## config.mk

```make
export PLATFORM = sky130hd
export DESIGN_NAME = vga_timing_gen
export DESIGN_NICKNAME = d
export VERILOG_FILES = /design/src/rtl/vga_timing_gen.sv
export SDC_FILE = /design/constraint.sdc
export NUM_CORES = 1
export LEC_CHECK = 0
export BUFFER_PORTS_ARGS = -buffer_cell sky130_fd_sc_hd__buf_4
export CORE_MARGIN = 4
export CORE_UTILIZATION = 50
export DETAILED_ROUTE_END_ITERATION = 16
export PLACE_DENSITY = 0.84
export SYNTH_ARGS = -nofsm -noshare
export SYNTH_HDL_FRONTEND = slang
export SYNTH_SLANG_ARGS = --single-unit
```

## constraint.sdc

```tcl
create_clock -name i_pix_clk -period 5 [get_ports i_pix_clk]
set_input_delay 1 -clock i_pix_clk [delete_from_list [all_inputs] [get_ports i_pix_clk]]
set_output_delay 1 -clock i_pix_clk [all_outputs]
set_load 0.02 [all_outputs]
```

## src/rtl/vga_timing_gen.sv

```systemverilog
// Parametrised VGA raster timing generator with coordinate outputs, line/frame pulses and a delay line on sync/blank/active.
// Optional frame counter: define VGA_TIMING_FRAME_COUNT_EN to build it; otherwise o_frame_count is tied to 0.
module vga_timing_gen #(
  parameter int H_ACTIVE   = 800,
  parameter int H_FRONT    = 40,
  parameter int H_SYNC     = 128,
  parameter int H_BACK     = 88,
  parameter int V_ACTIVE   = 600,
  parameter int V_FRONT    = 1,
  parameter int V_SYNC     = 4,
  parameter int V_BACK     = 23,
  parameter int H_SYNC_POL = 1,
  parameter int V_SYNC_POL = 1,
  parameter int COORD_W    = 16,
  parameter int PIPE_DELAY = 0
) (
  input  logic               i_pix_clk,
  input  logic               i_reset_n,
  input  logic               i_enable,
  output logic [COORD_W-1:0] o_horz_coord,
  output logic [COORD_W-1:0] o_vert_coord,
  output logic               o_line_start,
  output logic               o_frame_start,
  output logic               o_horz_sync,
  output logic               o_vert_sync,
  output logic               o_horz_blank,
  output logic               o_vert_blank,
  output logic               o_in_active_area,
  output logic [15:0]        o_frame_count
);

  localparam longint H_TOTAL = longint'(H_ACTIVE + H_FRONT + H_SYNC + H_BACK);
  localparam longint V_TOTAL = longint'(V_ACTIVE + V_FRONT + V_SYNC + V_BACK);
  localparam longint COORD_RANGE = longint'(1) << COORD_W;

  if (H_FRONT == 0 || H_SYNC == 0 || H_BACK == 0 ||
      V_FRONT == 0 || V_SYNC == 0 || V_BACK == 0 ||
      H_TOTAL > COORD_RANGE || V_TOTAL > COORD_RANGE ||
      PIPE_DELAY < 0 || PIPE_DELAY > 15) begin : g_bad_params
    $error("vga_timing_gen: invalid timing parameters");
  end

  localparam logic [COORD_W-1:0] H_LAST      = COORD_W'(H_TOTAL - 1);
  localparam logic [COORD_W-1:0] V_LAST      = COORD_W'(V_TOTAL - 1);
  localparam logic [COORD_W-1:0] H_ACT_END   = COORD_W'(H_ACTIVE);
  localparam logic [COORD_W-1:0] V_ACT_END   = COORD_W'(V_ACTIVE);
  localparam logic [COORD_W-1:0] H_SYNC_BEG  = COORD_W'(H_ACTIVE + H_FRONT);
  localparam logic [COORD_W-1:0] H_SYNC_END  = COORD_W'(H_ACTIVE + H_FRONT + H_SYNC);
  localparam logic [COORD_W-1:0] V_SYNC_BEG  = COORD_W'(V_ACTIVE + V_FRONT);
  localparam logic [COORD_W-1:0] V_SYNC_END  = COORD_W'(V_ACTIVE + V_FRONT + V_SYNC);
  localparam logic HS_IDLE = (H_SYNC_POL == 0) ? 1'b1 : 1'b0;
  localparam logic VS_IDLE = (V_SYNC_POL == 0) ? 1'b1 : 1'b0;

  // Delay-line word layout: {hsync, vsync, hblank, vblank, active}
  localparam logic [4:0] PIPE_IDLE = {HS_IDLE, VS_IDLE, 1'b1, 1'b1, 1'b0};

  logic [COORD_W-1:0] h_cnt;
  logic [COORD_W-1:0] v_cnt;
  logic               h_zero_q;
  logic               v_zero_q;
  logic               h_wrap;
  logic               v_wrap;

  assign h_wrap = (h_cnt == H_LAST);
  assign v_wrap = (v_cnt == V_LAST);

  // h_zero_q/v_zero_q track "counter == 0" alongside the counters themselves.
  always_ff @(posedge i_pix_clk or negedge i_reset_n) begin
    if (!i_reset_n) begin
      h_cnt    <= '0;
      v_cnt    <= '0;
      h_zero_q <= 1'b1;
      v_zero_q <= 1'b1;
    end else if (i_enable) begin
      if (h_wrap) begin
        h_cnt    <= '0;
        h_zero_q <= 1'b1;
        v_cnt    <= v_wrap ? '0 : v_cnt + 1'b1;
        v_zero_q <= v_wrap;
      end else begin
        h_cnt    <= h_cnt + 1'b1;
        h_zero_q <= 1'b0;
      end
    end
  end

  assign o_horz_coord = h_cnt;
  assign o_vert_coord = v_cnt;

  // Pulses are masked while disabled or in reset so a frozen counter at 0 never looks like a new line.
  assign o_line_start  = h_zero_q & i_enable & i_reset_n;
  assign o_frame_start = h_zero_q & v_zero_q & i_enable & i_reset_n;

  logic       h_act;
  logic       v_act;
  logic       h_in_sync;
  logic       v_in_sync;
  logic [4:0] dec;

  assign h_act     = (h_cnt < H_ACT_END);
  assign v_act     = (v_cnt < V_ACT_END);
  assign h_in_sync = (h_cnt >= H_SYNC_BEG) && (h_cnt < H_SYNC_END);
  assign v_in_sync = (v_cnt >= V_SYNC_BEG) && (v_cnt < V_SYNC_END);
  assign dec       = {h_in_sync ^ HS_IDLE, v_in_sync ^ VS_IDLE, ~h_act, ~v_act, h_act & v_act};

  // Stage 0 is the mandatory decode register; stages 1..PIPE_DELAY match pixel-source latency.
  logic [4:0] pipe_q [PIPE_DELAY+1];

  always_ff @(posedge i_pix_clk or negedge i_reset_n) begin
    if (!i_reset_n) begin
      for (int i = 0; i <= PIPE_DELAY; i++) pipe_q[i] <= PIPE_IDLE;
    end else if (i_enable) begin
      pipe_q[0] <= dec;
      for (int i = 1; i <= PIPE_DELAY; i++) pipe_q[i] <= pipe_q[i-1];
    end
  end

  assign o_horz_sync      = pipe_q[PIPE_DELAY][4];
  assign o_vert_sync      = pipe_q[PIPE_DELAY][3];
  assign o_horz_blank     = pipe_q[PIPE_DELAY][2];
  assign o_vert_blank     = pipe_q[PIPE_DELAY][1];
  assign o_in_active_area = pipe_q[PIPE_DELAY][0];

`ifdef VGA_TIMING_FRAME_COUNT_EN
  logic [15:0] frame_cnt_q;

  // Counts on the edge entering (0,0), so the first frame after reset reads 0.
  always_ff @(posedge i_pix_clk or negedge i_reset_n) begin
    if (!i_reset_n) begin
      frame_cnt_q <= '0;
    end else if (i_enable && h_wrap && v_wrap) begin
      frame_cnt_q <= frame_cnt_q + 16'd1;
    end
  end

  assign o_frame_count = frame_cnt_q;
`else
  assign o_frame_count = '0;
`endif

endmodule
```

### After elaboration in Yosys (flattened, before gate mapping)

Cells that the tools add are included.

* output and inout port bits: 55
* logic and storage cells: 29
* input bits: 3
* register bits after elaboration: 39

* equality and inequality tests: 2
* $add $sub $neg: 2
* reductions and logical operators: 3
* muxes and demuxes: 3
* order comparisons: 6
* bitwise gates (word level): 8

Operator list (count)
* $lt A16 B10 Y1 const B: 4
* $add A16 B1 Y16 const B: 2
* $ge A16 B10 Y1 const B: 2
* $mux W16: 2
* $eq A16 B10 Y1 const B: 1
* $eq A16 B11 Y1 const B: 1
* $and A1 B1 Y1: 6
* $logic_and A1 B1 Y1: 2
* $not A1 Y1: 2
* $reduce_and A2 Y1: 1
* $mux W1: 1

### Longest topological paths before layout

Gate-level depths: netlist (run 1).

* depth in word-level cells: 3
* depth in mapped cells: 6
* depth with buffers taken out: 6

### Worst setup path before layout (run 1)

OpenSTA, ideal clock, no wires.

* kind: input to output
* from: input port i_enable
* to: output port o_frame_start
* stages: 3
* arrival: 1.839 ns
* slack: 2.161 ns
* path through: clkbuf_1 > and3_1 > and2_1

* cells in the longest elaborated chain, start to end: 2

Ends and longest elaborated chain
* from (decl): line 19 `input logic i_enable,`
* $and A1 B1 Y1 (2 in series): line 92 `assign o_frame_start = h_zero_q & v_zero_q & i_enable & i_reset_n;`
* to (decl): line 23 `output logic o_frame_start,`

Every way passes these cells.

### Worst setup path after layout (run 1)

* from: input port i_reset_n
* to: output port o_frame_start

* cells in the longest elaborated chain, start to end: 1

Ends and longest elaborated chain
* from (decl): line 18 `input logic i_reset_n,`
* $and A1 B1 Y1: line 92

Every way passes these cells.

==> run_results.csv, run 1 <==
group,metric,value,unit
synth,ys_seq_area_share,43.1,%
global_route,busiest_layer,"met2",
clock_network,clk_latency,0.29,ns
global_route,grt_max_degree,41,
global_route,grt_antenna_before_repair,0,
setup_path,reg2reg_slack,2.51,ns
clock_network,cts_buffer_depth,2,
sta,worst_slew_pin_slew,1.05,ns
final_layout,nFillCells,397,
setup_path,critPathCaptureType,"output port",
setup_path,rr_endpoint,"o_vert_coord[7]",
synth,ys_async_sr_fraction,100,%
synth,synth_mux_area_share,1.92,%
synth,synth_enable_flop_cells,0,
final_layout,stdcell_count,325,
run_status,status,"completed",
synth,synthAdderAreaFrac,2.20,%
route,avgViaCountPerCell,5.86,
synth,netlist.area_leader.share,38.5,%
sta,fin_setup_tns,0,ns
clock_network,cts-hold-fix-buffers,0,
setup_path,worstPathCellList,"buf_4 -> and3_1 -> and2_1 -> buf_4",
floorplan,io_pins,58,
setup_path,cp_slowest_cell,"buf_4",
global_route,met3_usage,4.62,%
sta,rsz0062_at_grt,"false",
final_layout,layout.nets,279,
global_route,use_met1,26.3,%
run,maxCapViolations,0,
synth,synth_compound_area_share,12.4,%
final_layout,multi_input_area,1140,sq um
setup_path,worstSetupPathType,"input pin to output port",
sta,period_needed,2.92,ns
worst_hold_path,hp-start,"pipe_q[1]",
global_route,met2_usage,31.3,%
sta,fin_skew,0.00382,ns
global_route,grt_pass1_vias,1755,
synth,syn_inst,237,
final_layout,seq_area,981,sq um
sta,timing.final.ws_setup,2.08,ns
place,hpwl,3570,um
route,drc,0,
sta,finalSetupViolCount,0,
clock_network,cts_resized,0,
route,drt-total-wl,5100,um
clock_network,htree_levels,2,
sta,relSlewSlack,29.5,%
setup_path,cp_max_fo,40,
sta,max_clock_freq,0.343,GHz
worst_hold_path,hp-class,"flip-flop to flip-flop",
global_route,grt_first_pass_wirelength,8560,um
route,wl_per_cell,15.7,um
synth,yosys_register_bits,39,
setup_path,crit_family,"buffers and inverters",
clock_network,clkSinkCount,39,
floorplan,dieArea,5690,sq um
place,dpl_worst_slack,2.05,ns
clock_network,cts-root-buf,"clkbuf_8",
clock_network,path_clk_slew,0.07,ns
synth,synth_top_family_by_area,"simple AND/OR/NAND/NOR gates",
sta,finalHoldViolCount,0,
setup_path,start_kind,"input pin",
place,place_congestion,0.882,
synth,synth_xor_area_share,5.77,%
final_layout,drive_gt1_share,23.4,%
clock_network,cts_tree,"done",
floorplan,die_w,75.5,um
setup_path,max_stage_delay,0.40,ns
synth,yosysTopAreaCell,"dfrtp_1",
floorplan,rows,24,
power,ir_drop,0.232,mV
setup_path,crit_buf_inv,2,
synth,synth_common_cells,"dfrtp_1, buf_4, nor2_1, nand2_1, nand4_1",
setup_path,endpoint,"o_frame_start",
route,dr.first_iter.drc_count,199,
sta,min_period_over_period,58.4,%
synth,avgSynthCellArea,9.60,sq um
setup_path,crit_start,"i_reset_n",
setup_path,r2r_start,"o_horz_coord[11]",
synth,synth_area,2280,sq um
setup_path,cp.arrival,1.92,ns
route,firstDrtPassIters,4,
route,drtAntennaViolNets,0,
final_layout,areaGrowthSynthToFinish,17.1,%
sta,finalMaxSlewViolations,0,
final_layout,antenna_cells,0,
place,dp.cells,317,
clock_network,numCtsBuffers,5,
synth,yosys.cell_types.count,48,
synth,synth_ff_type,"dfrtp_1",
synth,synthTopCellsByArea,"dfrtp_1, buf_4, dfstp_2, xnor2_1, nand4_1",
synth,yosysMostFrequentCell,"dfrtp_1",
place,io_buffers,41,
global_route,track_usage,19.7,%
global_route,overflow,0,
floorplan,start_util,51.9,%
setup_path,worst-r2r-cell-count,4,
setup_path,cp_common_cell,"buf_4",
power,powerDensity,301,nW/um^2
setup_path,required,4.00,ns
floorplan,core_area,4380,sq um
route,via_count,1905,
floorplan,die_h,75.5,um
synth,yosysWarningCount,0,
clock_network,post_cts_buffers,0,
synth,synthSimpleGateAreaFrac,25.0,%
power,p_leak,1.21,nW
setup_path,crit_cells,4,
-- where the power goes --
group / total [W] / leakage, nW / switching [W] / internal (W)
Clock: 0.000310 / 0.0654 / 0.000110 / 0.000199
Combinational: 0.000117 / 0.656 / 0.0000723 / 0.0000449
Sequential: 0.000374 / 0.490 / 0.0000386 / 0.000336
-- cells by family (layout without fill, tap and decap cells) --
kind of cell             after synthesis  count (layout)
AND/OR/NAND/NOR                       96              96
AO/OA/AOI/OAI                         39              39
flip-flops                            39              39
buffers and inverters                 39              60
XOR/XNOR                              15              15
adder cells (fa/ha/maj)                4               4
multiplexers                           4               4
other                                  1              16
-- routing by layer --
metal	part of all wire, %	wire length (um)
met2	48	2450
met4	1.9	97
met1	43	2190
met5	0	0
met3	7.1	364
-- layout make-up --
type	instances	area share (%)
timing repair buffer	41	11.5
tap	52	2.44
clock inverter	2	2.25
inverter	11	1.55
multi-input combinational	174	42.7
sequential	39	36.8
clock buffer	6	2.72
-- through the flow --
stage	hold slack [ns]	instance area, sq um	total power, W	util, %
after global placement	0.479	2530	0.000495	57.8
after floorplan	0.503	2330	0.000456	-
after CTS	0.496	2670	0.000808	60.8
final	0.492	2670	0.000801	60.8
after global routing	0.550	2670	0.000840	60.8
after detailed placement	0.479	2530	0.000498	57.8
-- state kept, by name, summed over array words and instances, names as in the netlist --
name and flops:
o_horz_coord 16, o_vert_coord 16, pipe_q 5, h_zero_q 1, v_zero_q 1
-- worst min path at each step --
stage | end | cells past startpoint
6_report | pipe_q[1] | 2
5_1_grt | pipe_q[2] | 2
4_1_cts | pipe_q[1] | 2
3_5_place_dp | pipe_q[1] | 2
3_3_place_gp | pipe_q[1] | 2
2_1_floorplan | h_zero_q | 1
-- cell usage in the layout (no fill, tap or decap), types with 2 or more instances in the layout --
cell,instances
mux2_2,2
o22ai_1,2
or4_1,2
a31o_2,2
buf_4,41
dfrtp_1,35
dfstp_2,4
nor4_1,6
xnor2_1,12
xor2_1,3
and2_1,2
inv_1,11
o2bb2ai_1,2
or3_1,2
nand3_1,12
a22o_1,7
clkbuf_8,5
ha_1,4
and3_1,3
nor3_1,10
nand4_1,14
conb_1,16
bufinv_16,2
nand2_1,14
and4_1,5
nor2_1,15
a21oi_1,4
a211o_1,2
a211oi_1,3
o211ai_1,7
o21ai_0,5
or4_4,2
-- worst min-delay path, stage by stage (launching register included) --
cell	delay, ns
dfstp_2	0.37
nor2_1	0.08
a21oi_1	0.04
No activity file was read; power rests on OpenSTA's default activity.
==> inputs of run 2 (changes only) <==
--- a/config.mk
+++ b/config.mk
@@ -5,11 +5,12 @@
 export SDC_FILE = /design/constraint.sdc
 export NUM_CORES = 1
 export LEC_CHECK = 0
+export ABC_AREA = 1
 export BUFFER_PORTS_ARGS = -buffer_cell sky130_fd_sc_hd__buf_4
 export CORE_MARGIN = 4
 export CORE_UTILIZATION = 50
 export DETAILED_ROUTE_END_ITERATION = 16
-export PLACE_DENSITY = 0.84
+export PLACE_DENSITY = 0.83
 export SYNTH_ARGS = -nofsm -noshare
 export SYNTH_HDL_FRONTEND = slang
 export SYNTH_SLANG_ARGS = --single-unit
==> constraint.sdc (replaced) <==
create_clock -name i_pix_clk -period 2.75 [get_ports i_pix_clk]
set_input_delay 0.55 -clock i_pix_clk [delete_from_list [all_inputs] [get_ports i_pix_clk]]
set_output_delay 0.55 -clock i_pix_clk [all_outputs]
set_load 0.02 [all_outputs]
==> run_results.csv, run 2 <==
group,metric,value,unit
power,p_int,0.000955,W
sta,finalMaxSlewViolations,0,
setup_path,worstPathCellList,"inv_1 -> nor3b_1 -> buf_4",
final_layout,nFillCells,458,
route,dr.first_iter.drc_count,77,
power,p_switching,0.000546,W
place,place_congestion,0.901,
synth,synth_xor_area_share,3.71,%
setup_path,worstSetupPathType,"flip-flop to output port",
clock_network,cts_resized,0,
synth,ys_seq_area_share,37.8,%
route,firstDrtPassIters,4,
setup_path,max_stage_delay,0.52,ns
clock_network,path_clk_slew,0.07,ns
global_route,grt_pass1_vias,2056,
global_route,grt_antenna_before_repair,0,
floorplan,core_area,4880,sq um
power,pwr-share-seq,48.3,%
final_layout,final_cell_mix,"nand2_1, buf_4, inv_1, nor2_1, dfrtp_1",
sta,rsz0062_at_grt,"false",
final_layout,fin_util,60.6,%
synth,avgSynthCellArea,7.45,sq um
run,maxCapViolations,0,
floorplan,io_pins,58,
sta,timing.final.ws_setup,0.986,ns
synth,synthTopCellsByArea,"dfrtp_1, nand2_1, inv_1, nor2_1, buf_4",
synth,synth_common_cells,"nand2_1, inv_1, nor2_1, dfrtp_1, nand3_1",
run_status,status,"completed",
place,dp.cells,450,
synth,syn_inst,348,
sta,hold_ws,0.335,ns
final_layout,mostFrequentLayoutCell,"nand2_1",
route,drc,0,
place,io_buffers,41,
sta,period_needed,1.76,ns
synth,synth_compound_area_share,8.30,%
final_layout,antenna_cells,0,
sta,fin_skew,0.00570,ns
synth,yosys_register_bits,39,
clock_network,clk_latency,0.29,ns
clock_network,cts-root-buf,"clkbuf_8",
clock_network,htree_levels,2,
floorplan,start_util,53.2,%
synth,yosysWarningCount,0,
setup_path,required,2.20,ns
clock_network,numCtsBuffers,5,
floorplan,die_w,80.0,um
power,combPwrFrac,26.9,%
route,drtAntennaViolNets,0,
floorplan,dieArea,6400,sq um
synth,synth_enable_flop_cells,0,
setup_path,cp.arrival,1.21,ns
synth,netlist.area_leader.share,33.8,%
clock_network,cts-hold-fix-buffers,0,
setup_path,cp_max_fo,3,
synth,yosysMostFrequentCell,"nand2_1",
sta,max_clock_freq,0.567,GHz
power,pwr-share-clk,24.8,%
power,powerDensity,508,nW/um^2
clock_network,cts_buffer_depth,2,
worst_hold_path,hp-class,"input pin to asynchronous set/reset pin",
clock_network,clkSinkCount,39,
global_route,overflow,0,
global_route,grt_max_degree,40,
power,sw_frac_of_total,36.4,%
final_layout,layout.nets,397,
clock_network,post_cts_buffers,0,
power,p_leak,1.50,nW
setup_path,start_kind,"flip-flop",
synth,ys_async_sr_fraction,100,%
clock_network,cts_tree,"done",
route,drt-total-wl,5500,um
sta,fin_setup_tns,0,ns
sta,min_period_over_period,64.1,%
place,dpl_worst_slack,1.00,ns
synth,synth_area,2590,sq um
global_route,grt_first_pass_wirelength,9180,um
synth,yosys.cell_types.count,34,
final_layout,areaGrowthSynthToFinish,14.0,%
sta,finalSetupViolCount,0,
sta,finalHoldViolCount,0,
power,ir_drop,0.364,mV
synth,synth_ff_type,"dfrtp_1",
synth,synth_top_family_by_area,"simple AND/OR/NAND/NOR gates",
synth,yosysTopAreaCell,"dfrtp_1",
floorplan,rows,25,
setup_path,cp_slowest_cell,"dfstp_2",
route,avgViaCountPerCell,4.89,
final_layout,drive_gt1_share,21.5,%
global_route,track_usage,18.4,%
place,hpwl,4130,um
final_layout,stdcell_count,458,
setup_path,critPathCaptureType,"output port",
synth,synthSimpleGateAreaFrac,35.2,%
route,wl_per_cell,12.0,um
route,via_count,2239,
synth,synthAdderAreaFrac,1.93,%
synth,synth_mux_area_share,0,%
floorplan,die_h,80.0,um
run 2: changes by cell type in the layout (fill, tap and decap cells not counted), sizes merged, moves of 6 or more:
| cell | delta |
|---|---|
| a22o | -7 |
| nand3 | +15 |
| nor2 | +28 |
| inv | +32 |
| xnor2 | -10 |
| nor4 | -8 |
| o21ai | +16 |
| xor2 | +6 |
| o211ai | -7 |
| nand2 | +91 |
run 2: cell type report:
class	instances	area, sq um	share of cell area [%]
Tap cell	67	83.8	2.84
Clock inverter	1	5.00	0.169
Multi-Input combinational cell	259	1330	45.1
Sequential cell	39	981	33.2
Clock buffer	7	76.3	2.58
Inverter	43	161	5.46
Timing Repair Buffer	42	315	10.7
run 2: cells by family (layout without fill, tap and decap cells):
| kind of cell | Yosys count | count (layout) |
|---|---|---|
| AOI/OAI and AO/OA | 31 | 31 |
| xor gates and xnor gates | 11 | 11 |
| adders and majority gates | 4 | 4 |
| buffers and inverters | 65 | 93 |
| DFF | 39 | 39 |
| other | 1 | 16 |
| and+or+nand+nor | 197 | 197 |
run 2: metrics by stage:
step | cell area, sq um | total power (W)
global route | 2960 | 0.00159
global placement | 2880 | 0.00113
floorplan | 2650 | 0.00100
detailed placement | 2880 | 0.00114
CTS | 2960 | 0.00152
finish | 2960 | 0.00150
run 2: power groups by stage:
| stage | Sequential, W | Clock, W | Combinational, W |
|---|---|---|---|
| after floorplan | 0.000784 | 0 | 0.000220 |
| final | 0.000726 | 0.000372 | 0.000403 |
| after global routing | 0.000738 | 0.000414 | 0.000438 |
| after global placement | 0.000731 | 0 | 0.000395 |
| after detailed placement | 0.000733 | 0 | 0.000405 |
| after CTS | 0.000723 | 0.000387 | 0.000406 |
run 2: worst paths after layout:
check | cells past startpoint | slack, ns | startpoint | end
min in group i_pix_clk | 2 | 0.49 | v_zero_q | v_zero_q
min | 2 | 0.34 | i_reset_n | o_horz_coord[2]
max in group asynchronous | 2 | 2.05 | i_reset_n | h_zero_q
max reg2reg | 7 | 1.01 | o_horz_coord[0] | o_vert_coord[15]
min reg2reg | 2 | 0.49 | v_zero_q | v_zero_q
max | 3 | 0.99 | h_zero_q | o_frame_start
run 2: worst max-delay path: cells and delay by family, from the launching register on:
family	cells	cell delay [ns]
DFF	1	0.52
buffers and inverters	2	0.22
and+or+nand+nor	1	0.19
run 2: metal layers:
metal  wire [um]  GRT usage, %
met1        2480          23.3
met2        2580          29.6
met3         327          4.63
met4         100          7.60
met5           0             0
